--- src/rtl/icache_def.sv ---
// Shared types and constants for the direct-mapped instruction cache.
package icache_def;

  localparam int unsigned LINE_WORDS = 4;
  localparam int unsigned LINE_BITS  = LINE_WORDS * 16;

  typedef struct packed {
    logic                 valid;
    logic                 rw;
    logic [15:0]          addr;
    logic [LINE_BITS-1:0] data;
  } mem_req_type;

  typedef struct packed {
    logic                 ready;
    logic [LINE_BITS-1:0] data;
  } mem_data_type;

  typedef enum logic {IDLE, FILL} state_e;

  function automatic logic [15:0] word_sel(input logic [LINE_BITS-1:0] line,
                                           input logic [1:0]           off);
    return line[{off, 4'b0000} +: 16];
  endfunction

endpackage

--- src/rtl/icache_array.sv ---
// Tag/valid/data storage: combinational read, one synchronous write port.
module icache_array
  import icache_def::*;
#(
  parameter int unsigned INDEX_BITS = 5
) (
  input  logic                  clk,
  input  logic                  rst,
  input  logic [INDEX_BITS-1:0] rd_index,
  output logic                  rd_valid,
  output logic [13-INDEX_BITS:0] rd_tag,
  output logic [LINE_BITS-1:0]  rd_data,
  input  logic                  we,
  input  logic [INDEX_BITS-1:0] wr_index,
  input  logic [13-INDEX_BITS:0] wr_tag,
  input  logic [LINE_BITS-1:0]  wr_data
);

  localparam int unsigned LINES = 1 << INDEX_BITS;

  logic [LINES-1:0]      valid_q;
  logic [13-INDEX_BITS:0] tag_q  [LINES];
  logic [LINE_BITS-1:0]  data_q [LINES];

  // Only the valid bits are reset; tag and data are don't-care until valid.
  always_ff @(posedge clk) begin
    if (rst) begin
      valid_q <= '0;
    end else if (we) begin
      valid_q[wr_index] <= 1'b1;
    end
  end

  always_ff @(posedge clk) begin
    if (we) begin
      tag_q[wr_index]  <= wr_tag;
      data_q[wr_index] <= wr_data;
    end
  end

  assign rd_valid = valid_q[rd_index];
  assign rd_tag   = tag_q[rd_index];
  assign rd_data  = data_q[rd_index];

endmodule

--- src/rtl/icache_ctrl.sv ---
// Direct-mapped, read-only instruction cache controller: same-cycle hits, blocking line fill.
module icache_ctrl
  import icache_def::*;
#(
  parameter int unsigned INDEX_BITS = 5
) (
  input  logic         clk,
  input  logic         rst,
  input  logic         fetch_en,
  input  logic [15:0]  pc,
  output logic [15:0]  instr,
  output logic         instr_valid,
  output logic         stall,
  output mem_req_type  mem_req,
  input  mem_data_type mem_data_res
);

  localparam int unsigned TAG_BITS = 14 - INDEX_BITS;

  state_e        state_q, state_d;
  logic [15:0]   miss_addr_q, miss_addr_d;
  logic          hit;
  logic          fill_we;

  logic                  rd_valid;
  logic [TAG_BITS-1:0]   rd_tag;
  logic [LINE_BITS-1:0]  rd_data;

  logic [1:0]            pc_offset;
  logic [INDEX_BITS-1:0] pc_index;
  logic [TAG_BITS-1:0]   pc_tag;

  assign pc_offset = pc[1:0];
  assign pc_index  = pc[INDEX_BITS+1:2];
  assign pc_tag    = pc[15:INDEX_BITS+2];

  icache_array #(
    .INDEX_BITS(INDEX_BITS)
  ) u_array (
    .clk      (clk),
    .rst      (rst),
    .rd_index (pc_index),
    .rd_valid (rd_valid),
    .rd_tag   (rd_tag),
    .rd_data  (rd_data),
    .we       (fill_we),
    .wr_index (miss_addr_q[INDEX_BITS+1:2]),
    .wr_tag   (miss_addr_q[15:INDEX_BITS+2]),
    .wr_data  (mem_data_res.data)
  );

  always_comb begin
    state_d     = state_q;
    miss_addr_d = miss_addr_q;
    fill_we     = 1'b0;
    mem_req     = '0;

    // Lookups only happen in IDLE; a FILL cycle never reports a hit.
    hit         = fetch_en && (state_q == IDLE) && rd_valid && (rd_tag == pc_tag);
    instr_valid = hit;
    instr       = hit ? word_sel(rd_data, pc_offset) : 16'h0000;
    stall       = fetch_en && !hit;

    unique case (state_q)
      IDLE: begin
        // A ready pulse here is stale and deliberately ignored.
        if (fetch_en && !hit) begin
          miss_addr_d = {pc[15:2], 2'b00};
          state_d     = FILL;
        end
      end
      FILL: begin
        mem_req.valid = 1'b1;
        mem_req.rw    = 1'b0;
        mem_req.addr  = miss_addr_q;
        if (mem_data_res.ready) begin
          fill_we = 1'b1;
          state_d = IDLE;
        end
      end
      default: state_d = IDLE;
    endcase
  end

  always_ff @(posedge clk) begin
    if (rst) begin
      state_q     <= IDLE;
      miss_addr_q <= '0;
    end else begin
      state_q     <= state_d;
      miss_addr_q <= miss_addr_d;
    end
  end

endmodule

--- config.mk ---
export PLATFORM = sky130hd
export DESIGN_NAME = icache_ctrl
export DESIGN_NICKNAME = d
export VERILOG_FILES = /design/src/rtl/icache_def.sv /design/src/rtl/icache_array.sv /design/src/rtl/icache_ctrl.sv
export SDC_FILE = /design/constraint.sdc
export NUM_CORES = 2
export LEC_CHECK = 0
export CORE_MARGIN = 1
export CORE_UTILIZATION = 50
export CTS_BUF_LIST = sky130_fd_sc_hd__clkbuf_8
export DETAILED_ROUTE_END_ITERATION = 8
export GPL_TIMING_DRIVEN = 0
export PLACE_DENSITY = 0.64
export SLEW_MARGIN = 40
export SYNTH_ARGS = -nofsm -noshare
export SYNTH_HDL_FRONTEND = slang
export SYNTH_SLANG_ARGS = --single-unit
--- constraint.sdc ---
create_clock -name clk -period 10.7 [get_ports clk]
set_input_delay 2.14 -clock clk [delete_from_list [all_inputs] [get_ports clk]]
set_output_delay 2.14 -clock clk [all_outputs]
set_load 0.1 [all_outputs]
== Word level (Yosys, flattened, before mapping) ==
Memory sizes are Yosys's and may differ from the RTL's.
Index checks and enable logic that the tools add are counted.

* $lt $le $gt $ge: 3
* Equal/unequal tests: 1
* Shifts and indexed selects: 1
* Reduce and logical (&&, ||, !) cells: 7
* Muxes and demuxes: 13
* Bitwise logic cells: 2

{| class="wikitable"
|+ Operator list
! kind !! number
|-
| $shiftx A64 B7 Y16 || 1
|-
| $or A32 B32 Y32 || 1
|-
| $mux W18 || 1
|-
| $mux W16 || 1
|-
| $lt A5 B6 Y1 const B || 2
|-
| $eq A9 B9 Y1 || 1
|-
| $mux W1 || 8
|-
| $bmux W1 S5 || 1
|-
| $demux W1 S5 || 1
|-
| $ge A5 B1 Y1 const B || 1
|-
| $logic_and A1 B1 Y1 || 5
|-
| $pmux W1 S2 || 1
|-
| $reduce_and A2 Y1 || 1
|-
| $logic_not A1 Y1 || 1
|-
| $not A1 Y1 || 1
|}

* Output and inout port bits: 100
* Register bits: 47
* Bits in writable memories: 2,336
* Memories kept: 2

{| class="wikitable"
|+ Memories
! memory !! words !! bits a word !! read ports !! clocked after Yosys merged registers in !! write ports !! line !! RTL
|-
| u_array.data_q || 32 || 64 || 1 || 0 || 1 || icache_array.sv:23 || <nowiki>logic [LINE_BITS-1:0] data_q [LINES];</nowiki>
|-
| u_array.tag_q || 32 || 9 || 1 || 0 || 1 || icache_array.sv:22 || <nowiki>logic [13-INDEX_BITS:0] tag_q [LINES];</nowiki>
|}

== Logic depth before layout (Yosys ltp) ==
* Depth in word-level cells: 8
* Gate-level depth with buffers: 15
* Depth with buffers taken out: 8

== Cells and area by module ==
A second synthesis with hierarchy kept.

* Cells, all modules: 4,571
* Area total of the unflattened synthesis: 92,190.9 um^2

{| class="wikitable"
|+ Modules (own cells, without submodules)
! module !! instances !! area each (um^2) !! cells each !! seq. area each (um^2)
|-
| icache_array || 1 || 90,045.1 || 4,324 || 70,787.9
|-
| icache_ctrl || 1 || 2,145.8 || 247 || 300.3
|}

== Least setup slack after synthesis ==
OpenSTA, ideal clock, no wires.

* Path type: input -> output
* Start: input pc[2]
* End: output instr[10]
* Data arrival time: 5.989 ns
* Required time: 8.560 ns
* Slack: 2.571 ns
* Stages on the path: 11
* Cell sequence: buf_6 buf_4 buf_2 mux4_2 o21bai_1 a21oi_1 xor2_1 o41ai_2 nand4b_1 clkbuf_1 nor2_1

* Longest elaborated chain between the ends: 5

{| class="wikitable"
|+ RTL lines
! element !! line !! RTL
|-
| start, declared || icache_ctrl.sv:10 || <nowiki>input logic [15:0] pc,</nowiki>
|-
| branches (longest 4 deep; another with $mem_v2 Z32 W64) || n/a ||
|-
| $mux W16 (*) || icache_ctrl.sv:61 || <nowiki>instr = hit ? word_sel(rd_data, pc_offset) : 16'h0000;</nowiki>
|-
| end, declared || icache_ctrl.sv:11 || <nowiki>output logic [15:0] instr,</nowiki>
|}

Mark *: on every way between the ends. The select of a mux whose other input is x is not followed.

== Worst setup path in the final report ==
* Start: input pc[4]
* End: output instr[10]

The elaborated chain is that of the path after synthesis.

==> impl_metrics.csv <==
group,metric,value,unit
run,maxCapViolCount,0,
yosys,synth_edf_count,2336,
finish,drive_above_1_share,37.5,%
die,core-area,0.181,mm²
cts,cts.reportedPaths.clkPinSlew,0.05,ns
timing,worst_pin_slew,0.984,ns
detailed_routing,routed_via_density,6.23,
timing,fmax,104,MHz
detailed_routing,drc,0,
timing,setup_violations,0,
pwr,ir_worst_vdd,87.1,µV
yosys,synthTopCellsByArea,"edfxtp_1 (77%), mux4_2 (18%), dfxtp_1 (1.0%), buf_4 (0.85%), mux2i_1 (0.69%)",
global_route,track_usage,27.1,%
yosys,ys_types,58,
global_route,antenna_found_initial,22,
detailed_routing,firstDrtPassIters,6,
global_route,grt_max_degree,35,
die,die_h,430,µm
yosys,synth_top_area_share,76.5,%
detailed_routing,vias,45000,
yosys,avgSynthCellArea,24.3,µm²
global_route,grt_pass1_vias,45600,
cts,cts_resized,0,
cts,cts_root_buffer,"clkbuf_8",
worst_setup_path,crit_path_top_delay_cell,"clkbuf_1",
timing,slew_headroom,34.4,%
finish,final_cells,7231,
place,gp_congestion,0.799,
yosys,synth_seq_area_share,77.6,%
yosys,ys_ff_latch,2383,
timing,post-route-period-util,89.5,%
worst_setup_path,critical_path_arrival,7.43,ns
worst_setup_path,cp_slowest_stage_delay,0.64,ns
pwr,power,0.0186,W
cts,postCtsHoldBufs,0,
outcome,outcome,"completed",
worst_setup_path,worst_setup_path_start_kind,"primary input",
worst_setup_path,endpoint_kind,"output port",
cts,insertion_delay,1.08,ns
yosys,yosysTopAreaCell,"edfxtp_1",
yosys,ys.flop_type,"edfxtp_1",
cts,cts_num_sinks,2383,
global_route,overflow,0,
pwr,p_leak,35.3,nW
timing,whs,0.469,ns
detailed_routing,dr.first_iter.drc_count,5658,
cts,clockBufferDepth,4,
place,io_buffers,110,
timing,min_period,9.57,ns
timing,rsz0062_at_grt,"no",
place,hpwl,170000,µm
worst_setup_path,worst-path-max-fanout,10,
die,fp.dieW,430,µm
detailed_routing,wire_per_inst,34.4,µm
timing,report.final.slew_viol_count,0,
yosys,ys_warn_count,0,
worst_setup_path,worst_ep_required_time,8.56,ns
finish,final_core_util,59.5,%
place,dp.cells,6543,
die,io-pin-count,184,
yosys,async_flop_share,0,%
die,rows,156,
global_route,grt_pass1_wl,347000,µm
worst_setup_path,path_class,"primary input to output port",
cts,htreeDepth,5,
finish,areaGrowthSynthToFinish,17.7,%
detailed_routing,routed_wl,248000,µm
worst_hold_path,hold_path_class,"register to register",
worst_setup_path,cpMostUsedCell,"buf_2",
timing,hold_viol_final,0,
timing,skew,0.0514,ns
die,initial_utilization,50.5,%
detailed_routing,ant_nets,0,
die,dieArea,0.185,mm²
cts,cts_buffers,387,
cts,post_cts_buffers,0,
yosys,synth_area,0.0916,mm²
cts,cts_tree,"done",
yosys,netlist_instances,3764,
worst_setup_path,path_cells,"clkdlybuf4s50_1 > buf_2 > clkbuf_1 > buf_2 > nor3_1 > a21oi_1 > xor2_1 > o41ai_2 > nand4b_1 > clkbuf_1 > nor2_1 > buf_2",
pwr,power_density,173,mW/mm²
finish,nNetsFinal,4650,
-- through the flow --
step	area, µm²	TNS [ns]	setup slack (ns)
final	108000	0	1.13
after global routing	108000	0	1.06
after CTS	108000	0	1.30
after detailed placement	101000	0	1.31
after global placement	96000	-2963.62	-2.07
after floorplan	91900	0	2.57
-- routing by layer --
metal	vias to the layer above	global-route usage, %	wire length [µm]
li1	17800	-	-
met1	24200	35.9	93200
met2	2545	44.4	123000
met3	484	5.98	22700
met4	14	9.87	9030
met5	-	0	92
-- cell usage after synthesis, types with 5 or more instances --
master    instances
a21oi_1          11
nor2_1          121
o21ai_0           9
nand2b_1         32
nand2_1          13
dfxtp_1          47
and2_1           20
clkbuf_1         87
edfxtp_1       2336
mux4_2          736
buf_6             8
buf_2            42
nand3_1           9
a211oi_1         11
xor2_1            5
o22ai_1           5
buf_1            22
buf_4           104
mux2_2            7
o221ai_1         10
mux2i_1          63
-- placed cells by master, fill, tap and decap left out, drive strengths merged, types with 21 or more instances in the layout --
| master | Yosys | layout |
|---|---|---|
| mux2i | 63 | 63 |
| buf | 179 | 512 |
| and2 | 21 | 21 |
| nand2b | 32 | 32 |
| nor2 | 121 | 121 |
| mux4 | 736 | 736 |
| clkbuf | 87 | 485 |
| dfxtp | 47 | 47 |
| edfxtp | 2336 | 2336 |
| conb | 1 | 67 |
| inv | 3 | 131 |
| clkinv | 1 | 136 |
-- state kept, by name, indices dropped and copies added, names as in the netlist --
| register | count |
|---|---|
| u_array.tag_q | 288 |
| miss_addr_q | 14 |
| u_array.data_q | 2048 |
| state_q | 1 |
| u_array.valid_q | 32 |
-- cells by family (layout without fill, tap and decap cells) --
kind of cell / count (synthesis) / count (layout) / synth area share, %
simple gates: 225 / 225 / 1.18
compound gates: 72 / 72 / 0.624
xor+xnor: 7 / 7 / 0.0669
buf+inv: 270 / 1294 / 1.69
other cells: 1 / 74 / 0.00409
mux: 806 / 806 / 18.9
flops: 2383 / 2383 / 77.6
-- worst paths after layout --
check,cells after the start,slack (ns),endpoint,from
setup / recovery,12,1.13,instr[10],pc[4]
hold / removal,2,0.47,u_array.valid_q[17],u_array.valid_q[17]
setup reg to reg,9,7.22,miss_addr_q[5],u_array.tag_q[23][0]
hold reg to reg,2,0.47,u_array.valid_q[17],u_array.valid_q[17]
-- power breakdown --
group	total (W)	leakage (nW)	switching [W]	internal (W)
logic	0.00110	9.68	0.000694	0.000405
registers	0.0103	21.6	0.0000283	0.0103
clock network	0.00724	4.03	0.00351	0.00374
-- worst max-delay path: cells and delay by family --
family | cells | cell delay, ns
buf+inv | 6 | 3.06
simple gates | 3 | 1.23
compound gates | 2 | 0.85
xor+xnor | 1 | 0.13
-- area by class of cell --
| type | count | area, µm² |
|---|---|---|
| Buffer | 266 | 1630 |
| Clock buffer | 397 | 5460 |
| Sequential cell | 2383 | 71100 |
| Clock inverter | 280 | 1460 |
| Tap cell | 2370 | 2970 |
| Inverter | 4 | 15.0 |
| Antenna cell | 7 | 17.5 |
| Multi-Input combinational cell | 1177 | 19500 |
| Timing Repair Buffer | 347 | 5720 |
| Fill cell | 12500 | 73500 |
No activity file was read; power rests on OpenSTA's default activity.
